--- src/rtl/window_pkg.sv ---
// Shared definitions for the register-window controller.
// Holds the operation codes, the window trap type codes and the
// controller FSM state encoding. No ports.
package window_pkg;

   localparam logic [1:0] OP_SAVE    = 2'b00;
   localparam logic [1:0] OP_RESTORE = 2'b01;
   localparam logic [1:0] OP_WRCWP   = 2'b10;
   localparam logic [1:0] OP_WRWIM   = 2'b11;

   localparam logic [7:0] TT_NONE    = 8'h00;
   localparam logic [7:0] TT_WIN_OVF = 8'h05;
   localparam logic [7:0] TT_WIN_UNF = 8'h06;

   typedef enum logic [1:0] {
      ST_IDLE      = 2'd0,
      ST_CHECK     = 2'd1,
      ST_TRAP_WAIT = 2'd2,
      ST_DONE      = 2'd3
   } state_e;

endpackage

--- src/rtl/window_step.sv ---
// Combinational window stepper.
// Returns the neighbouring window of cwp_i (inc_i=1: +1, inc_i=0: -1),
// modulo NWINDOWS, and whether that window is marked invalid in wim_i.
// Ports:
//   cwp_i     - current window pointer
//   inc_i     - direction: 1 increment (RESTORE), 0 decrement (SAVE / trap entry)
//   wim_i     - window invalid mask
//   nxt_o     - neighbouring window
//   invalid_o - wim_i[nxt_o]
module window_step #(
   parameter int NWINDOWS = 4,
   parameter int CWP_W    = 2
) (
   input  logic [CWP_W-1:0]    cwp_i,
   input  logic                inc_i,
   input  logic [NWINDOWS-1:0] wim_i,
   output logic [CWP_W-1:0]    nxt_o,
   output logic                invalid_o
);

   // NWINDOWS is a power of two, so CWP_W-bit arithmetic wraps modulo NWINDOWS.
   assign nxt_o     = inc_i ? (cwp_i + CWP_W'(1)) : (cwp_i - CWP_W'(1));
   assign invalid_o = wim_i[nxt_o];

endmodule

--- src/rtl/window_ctrl.sv ---
// Register-window controller: sequences SAVE, RESTORE, WRCWP and WRWIM,
// owns CWP/WIM, raises window overflow/underflow traps and performs the
// trap-entry CWP decrement once the trap unit acknowledges.
// Ports:
//   clk_i       - clock, all state changes on rising edge
//   clr_i       - synchronous active-high reset, highest priority
//   op_valid_i  - operation request, sampled only while idle
//   op_code_i   - 00 SAVE, 01 RESTORE, 10 WRCWP, 11 WRWIM
//   wr_data_i   - operand for WRCWP / WRWIM
//   trap_ack_i  - trap unit accepts the pending window trap
//   busy_o      - operation in progress, requests ignored
//   op_done_o   - one-cycle pulse when an operation retires
//   cwp_o       - current window pointer
//   wim_o       - window invalid mask
//   trap_req_o  - window trap pending, held until trap_ack_i
//   trap_type_o - trap type of the last accepted operation (0 if none)
module window_ctrl
   import window_pkg::*;
#(
   parameter int                  NWINDOWS  = 4,
   parameter int                  CWP_W     = 2,
   parameter logic [NWINDOWS-1:0] RESET_WIM = 4'b0010
) (
   input  logic                clk_i,
   input  logic                clr_i,
   input  logic                op_valid_i,
   input  logic [1:0]          op_code_i,
   input  logic [31:0]         wr_data_i,
   input  logic                trap_ack_i,
   output logic                busy_o,
   output logic                op_done_o,
   output logic [CWP_W-1:0]    cwp_o,
   output logic [NWINDOWS-1:0] wim_o,
   output logic                trap_req_o,
   output logic [7:0]          trap_type_o
);

   state_e              state_q;
   logic [1:0]          op_q;
   logic [NWINDOWS-1:0] data_q;
   logic [CWP_W-1:0]    cwp_q;
   logic [NWINDOWS-1:0] wim_q;
   logic                busy_q;
   logic                op_done_q;
   logic                trap_req_q;
   logic [7:0]          trap_type_q;

   logic                step_inc_s;
   logic [CWP_W-1:0]    step_nxt_s;
   logic                step_invalid_s;

   // Only RESTORE in CHECK steps upward; SAVE and trap entry both step down.
   assign step_inc_s = (state_q == ST_CHECK) && (op_q == OP_RESTORE);

   window_step #(
      .NWINDOWS (NWINDOWS),
      .CWP_W    (CWP_W)
   ) u_step (
      .cwp_i     (cwp_q),
      .inc_i     (step_inc_s),
      .wim_i     (wim_q),
      .nxt_o     (step_nxt_s),
      .invalid_o (step_invalid_s)
   );

   // Operand bits above the WIM width are never used by any operation.
   if (NWINDOWS < 32) begin : g_unused
      logic unused_s;
      assign unused_s = ^wr_data_i[31:NWINDOWS];
   end

   // Controller FSM with all outputs registered.
   always_ff @(posedge clk_i) begin
      if (clr_i) begin
         state_q     <= ST_IDLE;
         op_q        <= OP_SAVE;
         data_q      <= '0;
         cwp_q       <= '0;
         wim_q       <= RESET_WIM;
         busy_q      <= 1'b0;
         op_done_q   <= 1'b0;
         trap_req_q  <= 1'b0;
         trap_type_q <= TT_NONE;
      end else begin
         case (state_q)
            ST_IDLE: begin
               op_done_q <= 1'b0;
               if (op_valid_i) begin
                  op_q        <= op_code_i;
                  data_q      <= wr_data_i[NWINDOWS-1:0];
                  busy_q      <= 1'b1;
                  trap_type_q <= TT_NONE;
                  state_q     <= ST_CHECK;
               end else begin
                  busy_q <= 1'b0;
               end
            end
            ST_CHECK: begin
               case (op_q)
                  OP_SAVE, OP_RESTORE: begin
                     if (step_invalid_s) begin
                        trap_type_q <= (op_q == OP_SAVE) ? TT_WIN_OVF : TT_WIN_UNF;
                        trap_req_q  <= 1'b1;
                        state_q     <= ST_TRAP_WAIT;
                     end else begin
                        cwp_q     <= step_nxt_s;
                        op_done_q <= 1'b1;
                        state_q   <= ST_DONE;
                     end
                  end
                  OP_WRCWP: begin
                     cwp_q     <= data_q[CWP_W-1:0];
                     op_done_q <= 1'b1;
                     state_q   <= ST_DONE;
                  end
                  OP_WRWIM: begin
                     wim_q     <= data_q;
                     op_done_q <= 1'b1;
                     state_q   <= ST_DONE;
                  end
                  default: begin
                     op_done_q <= 1'b1;
                     state_q   <= ST_DONE;
                  end
               endcase
            end
            ST_TRAP_WAIT: begin
               // Trap entry rotates CWP down without consulting WIM.
               if (trap_ack_i) begin
                  cwp_q      <= step_nxt_s;
                  trap_req_q <= 1'b0;
                  op_done_q  <= 1'b1;
                  state_q    <= ST_DONE;
               end else begin
                  trap_req_q <= 1'b1;
               end
            end
            ST_DONE: begin
               op_done_q <= 1'b0;
               busy_q    <= 1'b0;
               state_q   <= ST_IDLE;
            end
            default: begin
               op_done_q  <= 1'b0;
               busy_q     <= 1'b0;
               trap_req_q <= 1'b0;
               state_q    <= ST_IDLE;
            end
         endcase
      end
   end

   assign busy_o      = busy_q;
   assign op_done_o   = op_done_q;
   assign cwp_o       = cwp_q;
   assign wim_o       = wim_q;
   assign trap_req_o  = trap_req_q;
   assign trap_type_o = trap_type_q;

endmodule
--- config.mk ---
export PLATFORM = sky130hd
export DESIGN_NAME = window_ctrl
export DESIGN_NICKNAME = d
export VERILOG_FILES = /design/src/rtl/window_pkg.sv /design/src/rtl/window_step.sv /design/src/rtl/window_ctrl.sv
export SDC_FILE = /design/constraint.sdc
export NUM_CORES = 1
export LEC_CHECK = 0
export BUFFER_PORTS_ARGS = -buffer_cell sky130_fd_sc_hd__clkbuf_2
export CAP_MARGIN = 20
export CELL_PAD_IN_SITES_DETAIL_PLACEMENT = 0
export CELL_PAD_IN_SITES_GLOBAL_PLACEMENT = 1
export CORE_MARGIN = 3
export CORE_UTILIZATION = 34
export CTS_BUF_LIST = sky130_fd_sc_hd__clkbuf_4 sky130_fd_sc_hd__clkbuf_8
export DETAILED_ROUTE_END_ITERATION = 8
export HOLD_SLACK_MARGIN = 0.08
export PLACE_DENSITY = 0.85
export SLEW_MARGIN = 20
export SYNTH_ARGS = -nofsm -noshare
export SYNTH_HDL_FRONTEND = slang
export SYNTH_SLANG_ARGS = --single-unit
--- constraint.sdc ---
create_clock -name clk_i -period 1.8 [get_ports clk_i]
set_input_delay 0.36 -clock clk_i [delete_from_list [all_inputs] [get_ports clk_i]]
set_output_delay 0.36 -clock clk_i [all_outputs]
set_load 0.01 [all_outputs]
==> impl_metrics.csv, run 1 <==
group,metric,value,unit
outcome,run_status,"completed",
layout,fillCellCount,352,
detailed_routing,vias,1025,
worst_setup_path,worstReg2RegEnd,"trap_req_o",
synthesis,synth-simple-area-share,19.5,%
layout,layout-area-overhead-vs-synth,13.3,%
worst_setup_path,slowest_stage,"ha_1",
clock_network,hold_buffers,0,
global_route,grt_pass1_wl,4240,um
clock_network,cts.repair.resized,0,
global_route,grt_util_all_layers,12.8,%
hold_path,hold_path_class,"in2reg",
placed_design,post-dp-hpwl,1940,um
worst_setup_path,path_cells,"inv_1 > ha_1 > nor2b_1 > a311oi_2 > a311oi_2",
floorplan,die_w,65.8,um
synthesis,yosys-top-cells-area,"dfxtp_1 (33%), a21oi_1 (7.0%), mux2i_1 (5.8%)",
timing,fmaxAchievable,0.621,GHz
detailed_routing,wl_per_cell,12.3,um
placed_design,place.gp.congestion,0.832,
synthesis,synth_compound_area_share,20.1,%
worst_setup_path,crit_required,1.99,ns
detailed_routing,postRouteAntennaNets,0,
timing,hold_viol,0,
detailed_routing,drc_errors,0,
clock_network,ctsHtreeMaxLevel,1,
global_route,overflow,0,
synthesis,syn_area_per_cell,8.81,sq um
placed_design,dp.cells,201,
synthesis,ys_types,39,
synthesis,seq_area_frac_synth,32.9,%
placed_design,port_buffers,21,
clock_network,cts_buffer_depth,2,
synthesis,synth_xor_area_share,3.70,%
synthesis,synth_ff_type,"dfxtp_1",
global_route,grt_pass1_vias,943,
layout,diodes,0,
worst_setup_path,cp-end-kind,"register",
clock_network,root_buffer,"clkbuf_4",
worst_setup_path,reg2reg_setup_slack,0.19,ns
timing,fin_skew,0.0103,ns
timing,whs,0.271,ns
clock_network,cts_tree,"yes",
worst_setup_path,critical-path-top-delay-family,"adder cells",
worst_setup_path,ff2ff_path_depth,5,
floorplan,rows,21,
worst_setup_path,cpPeakStageDelay,0.43,ns
floorplan,start_util,35.9,%
timing,setup_violations,0,
worst_setup_path,worstSetupStartpointType,"register",
worst_setup_path,criticalPathCategory,"reg2reg",
worst_setup_path,cp.arrival,1.81,ns
synthesis,synthMuxAreaShare,8.85,%
floorplan,ios,55,
synthesis,yosys.area.top_type,"dfxtp_1",
pwr,peakVddDrop,0.000580,V
pwr,power_density,1470,nW/um^2
flow_run,maxCapViolCount,0,
layout,final_cells,205,
synthesis,synth_top_family_by_area,"compound AO/OA/AOI/OAI gates",
global_route,grt_max_degree,24,
synthesis,synth_edf_count,0,
synthesis,ys_ff_latch,20,
clock_network,clk_latency,0.31,ns
timing,final_max_slew_viol_count,0,
layout,drive_above_1_share,25.8,%
timing,finalCritPeriodShare,89.5,%
floorplan,die-height,65.8,um
synthesis,syn_area,1220,sq um
floorplan,core,3390,sq um
detailed_routing,drtPass1Iterations,4,
synthesis,yosysWarnings,0,
synthesis,async_reset_ff_share,0,%
synthesis,netlist_top_cells_count,"dfxtp_1 (20), a21oi_1 (17), nor2_1 (10)",
synthesis,synth_fa_ha_area_share,4.12,%
clock_network,cts_made_buffers,3,
clock_network,cts_num_sinks,20,
worst_setup_path,crit_top_cell,"a311oi_2",
detailed_routing,routed_wl,2530,um
floorplan,die_area,4330,sq um
worst_setup_path,crit_start,"state_q[0]",
layout,nets,202,
worst_setup_path,path_buf_inv,1,
synthesis,synth_most_common_cell,"dfxtp_1",
timing,timing.final.crit_period,1.61,ns
timing,tns,0,ns
worst_setup_path,crit_path_end,"trap_req_o",
worst_setup_path,cp_max_fo,9,
clock_network,clk_pin_slew_worst_paths,0.13,ns
worst_setup_path,timing.rr.start,"state_q[0]",
pwr,power_leakage,0.000562,uW
clock_network,cts_setup_buffers,0,
detailed_routing,drtIter0Drc,68,
global_route,antenna_found_initial,0,
timing,rsz0062_at_grt,"false",
synthesis,yosysTopAreaCellShare,32.9,%
synthesis,syn_inst,138,
worst_setup_path,cp.depth,5,
detailed_routing,via_per_inst,5.00,
-- state kept, by name, summed over array words and instances, names as in the netlist --
| register | flops |
|---|---|
| data_q | 4 |
| wim_o | 4 |
| trap_type_o | 3 |
| cwp_o | 2 |
| op_q | 2 |
| state_q | 2 |
| busy_o | 1 |
| op_done_o | 1 |
| trap_req_o | 1 |
-- how the worst min path moves through the flow --
stage | slack (ns) | from | end | cells past startpoint
after floorplan | 0.44 | data_q[2] | data_q[2] | 2
after global placement | 0.45 | data_q[1] | data_q[1] | 2
after detailed placement | 0.46 | data_q[1] | data_q[1] | 2
after CTS | 0.27 | wr_data_i[3] | data_q[3] | 3
after global routing | 0.26 | wr_data_i[3] | data_q[3] | 3
final | 0.27 | wr_data_i[3] | data_q[3] | 3
-- cells in the final DEF, fill, tap and decap left out --
cell type	count
inv_1	6
clkbuf_4	3
xnor2_1	2
o21ai_2	1
o2bb2ai_1	1
mux2i_1	7
nor2b_1	4
and2_1	1
a21oi_1	17
nor2_1	10
or2b_1	1
nand3b_1	2
xnor2_4	1
conb_1	5
a211oi_1	1
nand2b_1	5
a21oi_2	1
buf_4	7
a21o_1	1
and3b_1	1
nand4_1	1
nor3b_1	2
clkbuf_2	21
a211o_1	1
ha_1	4
o221ai_1	2
mux2i_4	1
mux2_4	1
o211ai_1	1
a311oi_2	3
nand2_1	9
a21bo_2	1
nand4bb_1	1
clkbuf_8	1
o2111ai_1	1
nand3_1	8
dfxtp_1	20
o21ai_0	4
-- layout make-up --
cell class | count | area (sq um) | area share [%]
multi-input cells | 101 | 703 | 51.0
well taps | 46 | 57.6 | 4.18
inverters | 6 | 22.5 | 1.63
flip-flops and latches | 20 | 400 | 29.1
repair buffers | 28 | 158 | 11.4
clock buffers | 4 | 36.3 | 2.63
-- where the power goes --
group | switching [uW] | internal [uW]
registers | 120 | 542
logic | 562 | 527
clock network | 152 | 124
-- metrics by stage --
stage | total power (uW) | util, % | setup WS, ns | cell area, sq um
floorplan | 1530 | - | 0.286 | 1230
global placement | 1720 | 39.6 | 0.276 | 1340
detailed placement | 1770 | 39.6 | 0.206 | 1340
CTS | 2040 | 40.6 | 0.188 | 1380
global route | 2200 | 40.6 | 0.0930 | 1380
finish | 2030 | 40.6 | 0.189 | 1380
-- worst register-to-register path, cell delays in order (launching register included) --
cell and delay [ns]:
dfxtp_1 0.41, inv_1 0.10, ha_1 0.43, nor2b_1 0.20, a311oi_2 0.28, a311oi_2 0.08
-- cell families (layout without fill, tap and decap cells) --
family | after synthesis | after routing
and+or+nand+nor | 45 | 45
muxes | 9 | 9
buffers and inverters | 21 | 38
DFF | 20 | 20
AOI/OAI and AO/OA | 35 | 35
other | 1 | 5
adders and majority gates | 4 | 4
xor gates and xnor gates | 3 | 3
-- per-layer routing --
metal | GRT usage, % | vias to the layer above | share of wire (%)
met5 | 0 | - | 0
met4 | 5.18 | 0 | 0.40
met3 | 3.74 | 2 | 4.7
met2 | 19.9 | 29 | 47
met1 | 16.5 | 482 | 48
li1 | - | 512 | -
Power figures use the tool's default switching activity.
==> inputs of run 2 (changes only) <==
--- a/config.mk
+++ b/config.mk
@@ -9,7 +9,7 @@
 export CAP_MARGIN = 20
 export CELL_PAD_IN_SITES_DETAIL_PLACEMENT = 0
 export CELL_PAD_IN_SITES_GLOBAL_PLACEMENT = 1
-export CORE_MARGIN = 3
+export CORE_MARGIN = 2
 export CORE_UTILIZATION = 34
 export CTS_BUF_LIST = sky130_fd_sc_hd__clkbuf_4 sky130_fd_sc_hd__clkbuf_8
 export DETAILED_ROUTE_END_ITERATION = 8
==> constraint.sdc (replaced) <==
create_clock -name clk_i -period 1.8 [get_ports clk_i]
set_input_delay 0.36 -clock clk_i [delete_from_list [all_inputs] [get_ports clk_i]]
set_output_delay 0.36 -clock clk_i [all_outputs]
set_load 0.02 [all_outputs]
==> run 2 against run 1 <==
  * Setup slack worse by 0.035 ns
  * Worst hold slack better by 0.0067 ns
  * Flip-flop and latch count unchanged
==> impl_metrics.csv, run 2 (same netlist as run 1, synthesis figures left out) <==
group,metric,value,unit
detailed_routing,drc_errors,0,
clock_network,cts.repair.resized,0,
placed_design,place.gp.congestion,0.825,
timing,setup_slack,0.154,ns
clock_network,ctsHtreeMaxLevel,1,
clock_network,hold_buffers,0,
layout,layout-area-overhead-vs-synth,12.7,%
timing,setup_violations,0,
layout,diodes,0,
detailed_routing,vias,1013,
timing,final_max_slew_viol_count,0,
layout,nets,201,
timing,tns,0,ns
pwr,power_leakage,0.000557,uW
floorplan,core,3390,sq um
pwr,power_density,1480,nW/um^2
global_route,met1_usage,18.3,%
timing,fmaxAchievable,0.608,GHz
placed_design,post-dp-hpwl,1890,um
worst_setup_path,cp.arrival,1.83,ns
worst_setup_path,cp-end-kind,"register",
layout,final_cell_mix,"clkbuf_2 (21), dfxtp_1 (20), a21oi_1 (17), nor2_1 (10), nand2_1 (9)",
pwr,peakVddDrop,0.000660,V
timing,rsz0062_at_grt,"false",
clock_network,cts_tree,"yes",
hold_path,hold_path_class,"in2reg",
global_route,grt_util_all_layers,13.5,%
global_route,met2_usage,20.7,%
detailed_routing,drtIter0Drc,55,
clock_network,root_buffer,"clkbuf_4",
outcome,run_status,"completed",
placed_design,port_buffers,21,
floorplan,die_area,4070,sq um
clock_network,clk_latency,0.30,ns
clock_network,cts_buffer_depth,2,
timing,finalCritPeriodShare,91.4,%
worst_setup_path,cp_max_fo,11,
worst_setup_path,worstSetupStartpointType,"register",
worst_setup_path,crit_required,1.98,ns
layout,final_common_cell,"clkbuf_2",
floorplan,die_w,63.8,um
timing,fin_skew,0.00241,ns
global_route,antenna_found_initial,0,
detailed_routing,drtPass1Iterations,4,
detailed_routing,via_per_inst,4.97,
global_route,grtUsageMet3,4.40,%
worst_setup_path,criticalPathCategory,"reg2reg",
global_route,grt_pass1_vias,939,
flow_run,maxCapViolCount,0,
global_route,grt.busiest_layer,"met2",
clock_network,clk_pin_slew_worst_paths,0.11,ns
layout,drive_above_1_share,25.3,%
detailed_routing,postRouteAntennaNets,0,
clock_network,cts_made_buffers,3,
global_route,overflow,0,
clock_network,cts_setup_buffers,0,
floorplan,die-height,63.8,um
detailed_routing,routed_wl,2480,um
global_route,grt_pass1_wl,4360,um
clock_network,cts_num_sinks,20,
timing,hold_viol,0,
placed_design,pre_cts_ws,0.160,ns
floorplan,start_util,35.9,%
detailed_routing,wl_per_cell,12.2,um
floorplan,ios,55,
timing,timing.final.crit_period,1.65,ns
global_route,grt_max_degree,24,
floorplan,rows,21,
run 2: cell types whose count changed in the layout (fill, tap and decap cells not counted), sizes merged:
cell and change:
buf -1
run 2: path summary, 6_finish.rpt:
check / depth (start not counted) / slack, ns / start / end
worst max register to register: 6 / 0.15 / state_q[0] / trap_type_o[1]
worst min register to register: 2 / 0.48 / data_q[1] / data_q[1]
worst min-delay path: 3 / 0.28 / op_code_i[1] / op_q[1]
worst max-delay path: 6 / 0.15 / state_q[0] / trap_type_o[1]
run 2: critical path: stages, from the launching register on:
cell and delay, ns:
dfxtp_1 0.36, inv_1 0.11, ha_1 0.40, nand2_1 0.17, buf_4 0.20, o221ai_1 0.18, a21oi_1 0.09
run 2: routing by layer:
metal	share of wire (%)	vias to the layer above
li1	-	517
met1	49	474
met2	46	22
met3	4.8	0
met4	0	0
met5	0	-
run 2: stage by stage:
stage | utilization [%] | hold slack, ns | power [uW] | cell area [sq um] | instances
floorplan | - | 0.436 | 1580 | 1230 | 142
global placement | 39.4 | 0.447 | 1730 | 1330 | 200
detailed placement | 39.4 | 0.459 | 1780 | 1330 | 200
CTS | 40.4 | 0.270 | 2040 | 1370 | 204
global route | 40.4 | 0.269 | 2190 | 1370 | 204
finish | 40.4 | 0.278 | 2020 | 1370 | 204
run 2: power by group:
part / switching (uW) / internal (uW) / total (uW)
sequential: 127 / 543 / 669
clock: 139 / 123 / 263
combinational: 595 / 496 / 1090
run 2: final cells by class:
type,count,area (sq um)
multi-input combinational,101,703
clock buffer,4,36.3
sequential,20,400
fill,347,2020
inverter,6,22.5
timing repair buffer,27,150
tap,46,57.6
==> inputs of run 3 (changes only) <==
--- a/config.mk
+++ b/config.mk
@@ -10,11 +10,10 @@
 export CELL_PAD_IN_SITES_DETAIL_PLACEMENT = 0
 export CELL_PAD_IN_SITES_GLOBAL_PLACEMENT = 1
 export CORE_MARGIN = 2
-export CORE_UTILIZATION = 34
-export CTS_BUF_LIST = sky130_fd_sc_hd__clkbuf_4 sky130_fd_sc_hd__clkbuf_8
+export CORE_UTILIZATION = 35
 export DETAILED_ROUTE_END_ITERATION = 8
 export HOLD_SLACK_MARGIN = 0.08
-export PLACE_DENSITY = 0.85
+export PLACE_DENSITY = 0.87
 export SLEW_MARGIN = 20
 export SYNTH_ARGS = -nofsm -noshare
 export SYNTH_HDL_FRONTEND = slang
==> constraint.sdc (replaced) <==
create_clock -name clk_i -period 2.13 [get_ports clk_i]
set_input_delay 0.426 -clock clk_i [delete_from_list [all_inputs] [get_ports clk_i]]
set_output_delay 0.426 -clock clk_i [all_outputs]
set_load 0.02 [all_outputs]
==> run 3 against run 2 <==
  * Flip-flop and latch count unchanged
  * Largest power group unchanged
  * Total power down 12%
  * Cell count down 2.9%
  * Worst hold slack better by 0.060 ns
  * Via count down 2.0%
  * Sequential share of layout area up 0.63 points
  * Clock power up 22%
  * Count of clock-buffer cells in the layout down 1
  * Non-clock buffer count down 6
  * Clock skew down 0.0012 ns
  * Critical path type unchanged
  * Critical endpoint is now trap_type_o[0]
  * Global-route usage down 0.70 points
==> impl_metrics.csv, run 3 (same netlist as run 1, synthesis figures left out) <==
group,metric,value,unit
layout,final_cell_mix,"clkbuf_2 (21), dfxtp_1 (20), a21oi_1 (17), nor2_1 (10), nand2_1 (9)",
clock_network,cts_made_buffers,3,
pwr,power_density,1320,nW/um^2
timing,finalCritPeriodShare,84.4,%
worst_setup_path,criticalPathCategory,"reg2reg",
timing,final_max_slew_viol_count,0,
pwr,pwr-share-comb,49.7,%
worst_setup_path,worstReg2RegEnd,"trap_type_o[0]",
worst_setup_path,path_cells,"inv_1 > ha_1 > nand2_1 > a21o_1 > o221ai_1 > a21oi_1",
detailed_routing,wl_per_cell,12.3,um
pwr,internal_power,1040,uW
outcome,run_status,"completed",
clock_network,cts_buffer_depth,2,
floorplan,rows,21,
worst_setup_path,critical-path-top-delay-family,"compound AO/OA/AOI/OAI gates",
flow_run,maxCapViolCount,0,
timing,tns,0,ns
detailed_routing,via_per_inst,5.02,
pwr,peakVddDrop,0.000417,V
detailed_routing,drtIter0Drc,46,
clock_network,root_buffer,"clkbuf_4",
worst_setup_path,crit_required,2.32,ns
layout,diodes,0,
detailed_routing,vias,993,
worst_setup_path,slowest_stage,"ha_1",
clock_network,cts_setup_buffers,0,
hold_path,hold_path_class,"in2reg",
clock_network,cts.repair.resized,0,
detailed_routing,drtPass1Iterations,4,
floorplan,die-height,62.9,um
worst_setup_path,timing.rr.start,"state_q[0]",
hold_path,min_delay_worst_endpoint,"data_q[2]",
pwr,p_sw_share,41.6,%
timing,setup_violations,0,
global_route,antenna_found_initial,0,
detailed_routing,postRouteAntennaNets,0,
global_route,grt_pass1_wl,4150,um
detailed_routing,routed_wl,2430,um
floorplan,start_util,36.4,%
timing,rsz0062_at_grt,"false",
placed_design,port_buffers,21,
global_route,grt_pass1_vias,961,
worst_setup_path,cp_max_fo,11,
floorplan,ios,55,
layout,nets,195,
layout,utilization,40.2,%
timing,worst_pin_slew,0.477,ns
layout,final_common_cell,"clkbuf_2",
timing,relSlewSlack,67.3,%
timing,fmaxAchievable,0.557,GHz
pwr,pwr-share-seq,32.3,%
worst_setup_path,reg2reg_setup_slack,0.33,ns
clock_network,hold_buffers,0,
pwr,p_switching,738,uW
floorplan,die_w,62.9,um
clock_network,ctsHtreeMaxLevel,1,
pwr,clockPowerShare,18.0,%
clock_network,cts_tree,"yes",
floorplan,die_area,3960,sq um
detailed_routing,drc_errors,0,
layout,drive_above_1_share,22.4,%
clock_network,cts_num_sinks,20,
pwr,power_leakage,0.000536,uW
hold_path,worstHoldPathCells,3,
worst_setup_path,cpPeakStageDelay,0.38,ns
layout,fillCellCount,344,
timing,hold_viol,0,
placed_design,post-dp-hpwl,1830,um
floorplan,core,3340,sq um
worst_setup_path,ff2ff_path_depth,6,
clock_network,clk_pin_slew_worst_paths,0.12,ns
layout,layout-area-overhead-vs-synth,10.3,%
worst_setup_path,cp.arrival,1.99,ns
clock_network,clk_latency,0.31,ns
worst_setup_path,cp-end-kind,"register",
global_route,grt_max_degree,24,
global_route,grt_util_all_layers,12.9,%
global_route,overflow,0,
worst_setup_path,path_buf_inv,1,
timing,timing.final.crit_period,1.80,ns
placed_design,place.gp.congestion,0.856,
worst_setup_path,worstSetupStartpointType,"register",
timing,fin_skew,0.00123,ns
hold_path,hold_start,"wr_data_i[2]",
==> run 3: cell types whose count changed in the layout (fill, tap and decap cells not counted), sizes merged <==
| cell | before | now |
|---|---|---|
| buf | 6 | 0 |
| bufinv | 0 | 1 |
| clkbuf | 25 | 24 |
==> run 3: tightest hold or removal path, cell delays in order <==
cell and delay [ns]:
clkbuf_2 0.08, nand3_1 0.05, a21oi_1 0.05
==> run 3: power by group through the flow <==
| stage | clock, uW | sequential, uW | combinational (uW) |
|---|---|---|---|
| floorplan | 0 | 583 | 750 |
| CTS | 324 | 573 | 884 |
| global route | 342 | 594 | 971 |
| global placement | 0 | 570 | 855 |
| finish | 320 | 573 | 883 |
| detailed placement | 0 | 583 | 880 |
==> run 3: final cells by class <==
type / count / area [sq um] / area share [%]
multi-input cells: 101 / 703 / 52.4
flip-flops and latches: 20 / 400 / 29.9
repair buffers: 21 / 105 / 7.84
well taps: 46 / 57.6 / 4.29
clock inverters: 1 / 30.0 / 2.24
clock buffers: 3 / 22.5 / 1.68
inverters: 6 / 22.5 / 1.68
==> run 3: worst max path at each step <==
stage	from	slack, ns	cells past startpoint	endpoint
final	state_q[0]	0.33	6	trap_type_o[0]
after floorplan	cwp_o[0]	0.56	4	trap_req_o
after global placement	state_q[0]	0.41	6	trap_type_o[1]
after detailed placement	state_q[0]	0.36	6	trap_type_o[1]
after CTS	state_q[0]	0.33	6	trap_type_o[1]
after global routing	state_q[1]	0.14	6	trap_type_o[1]
==> run 3: per-layer routing <==
layer	up-vias	track usage (%)	routed length [um]	share of wire, %
met1	472	16.6	1190	49
li1	498	-	-	-
met3	2	2.34	90	3.7
met5	-	0	0	0
met2	21	21.3	1130	47
met4	0	4.72	14	0.58
==> run 3: metrics by stage <==
stage          hold slack, ns  cell area [sq um]  instances  setup slack [ns]  power (uW)
6_report                0.339               1340        198             0.333        1780
3_3_place_gp            0.449               1290        194             0.406        1420
4_1_cts                 0.332               1340        198             0.333        1780
2_1_floorplan           0.436               1230        142             0.560        1330
3_5_place_dp            0.458               1290        194             0.359        1460
5_1_grt                 0.326               1340        198             0.138        1910
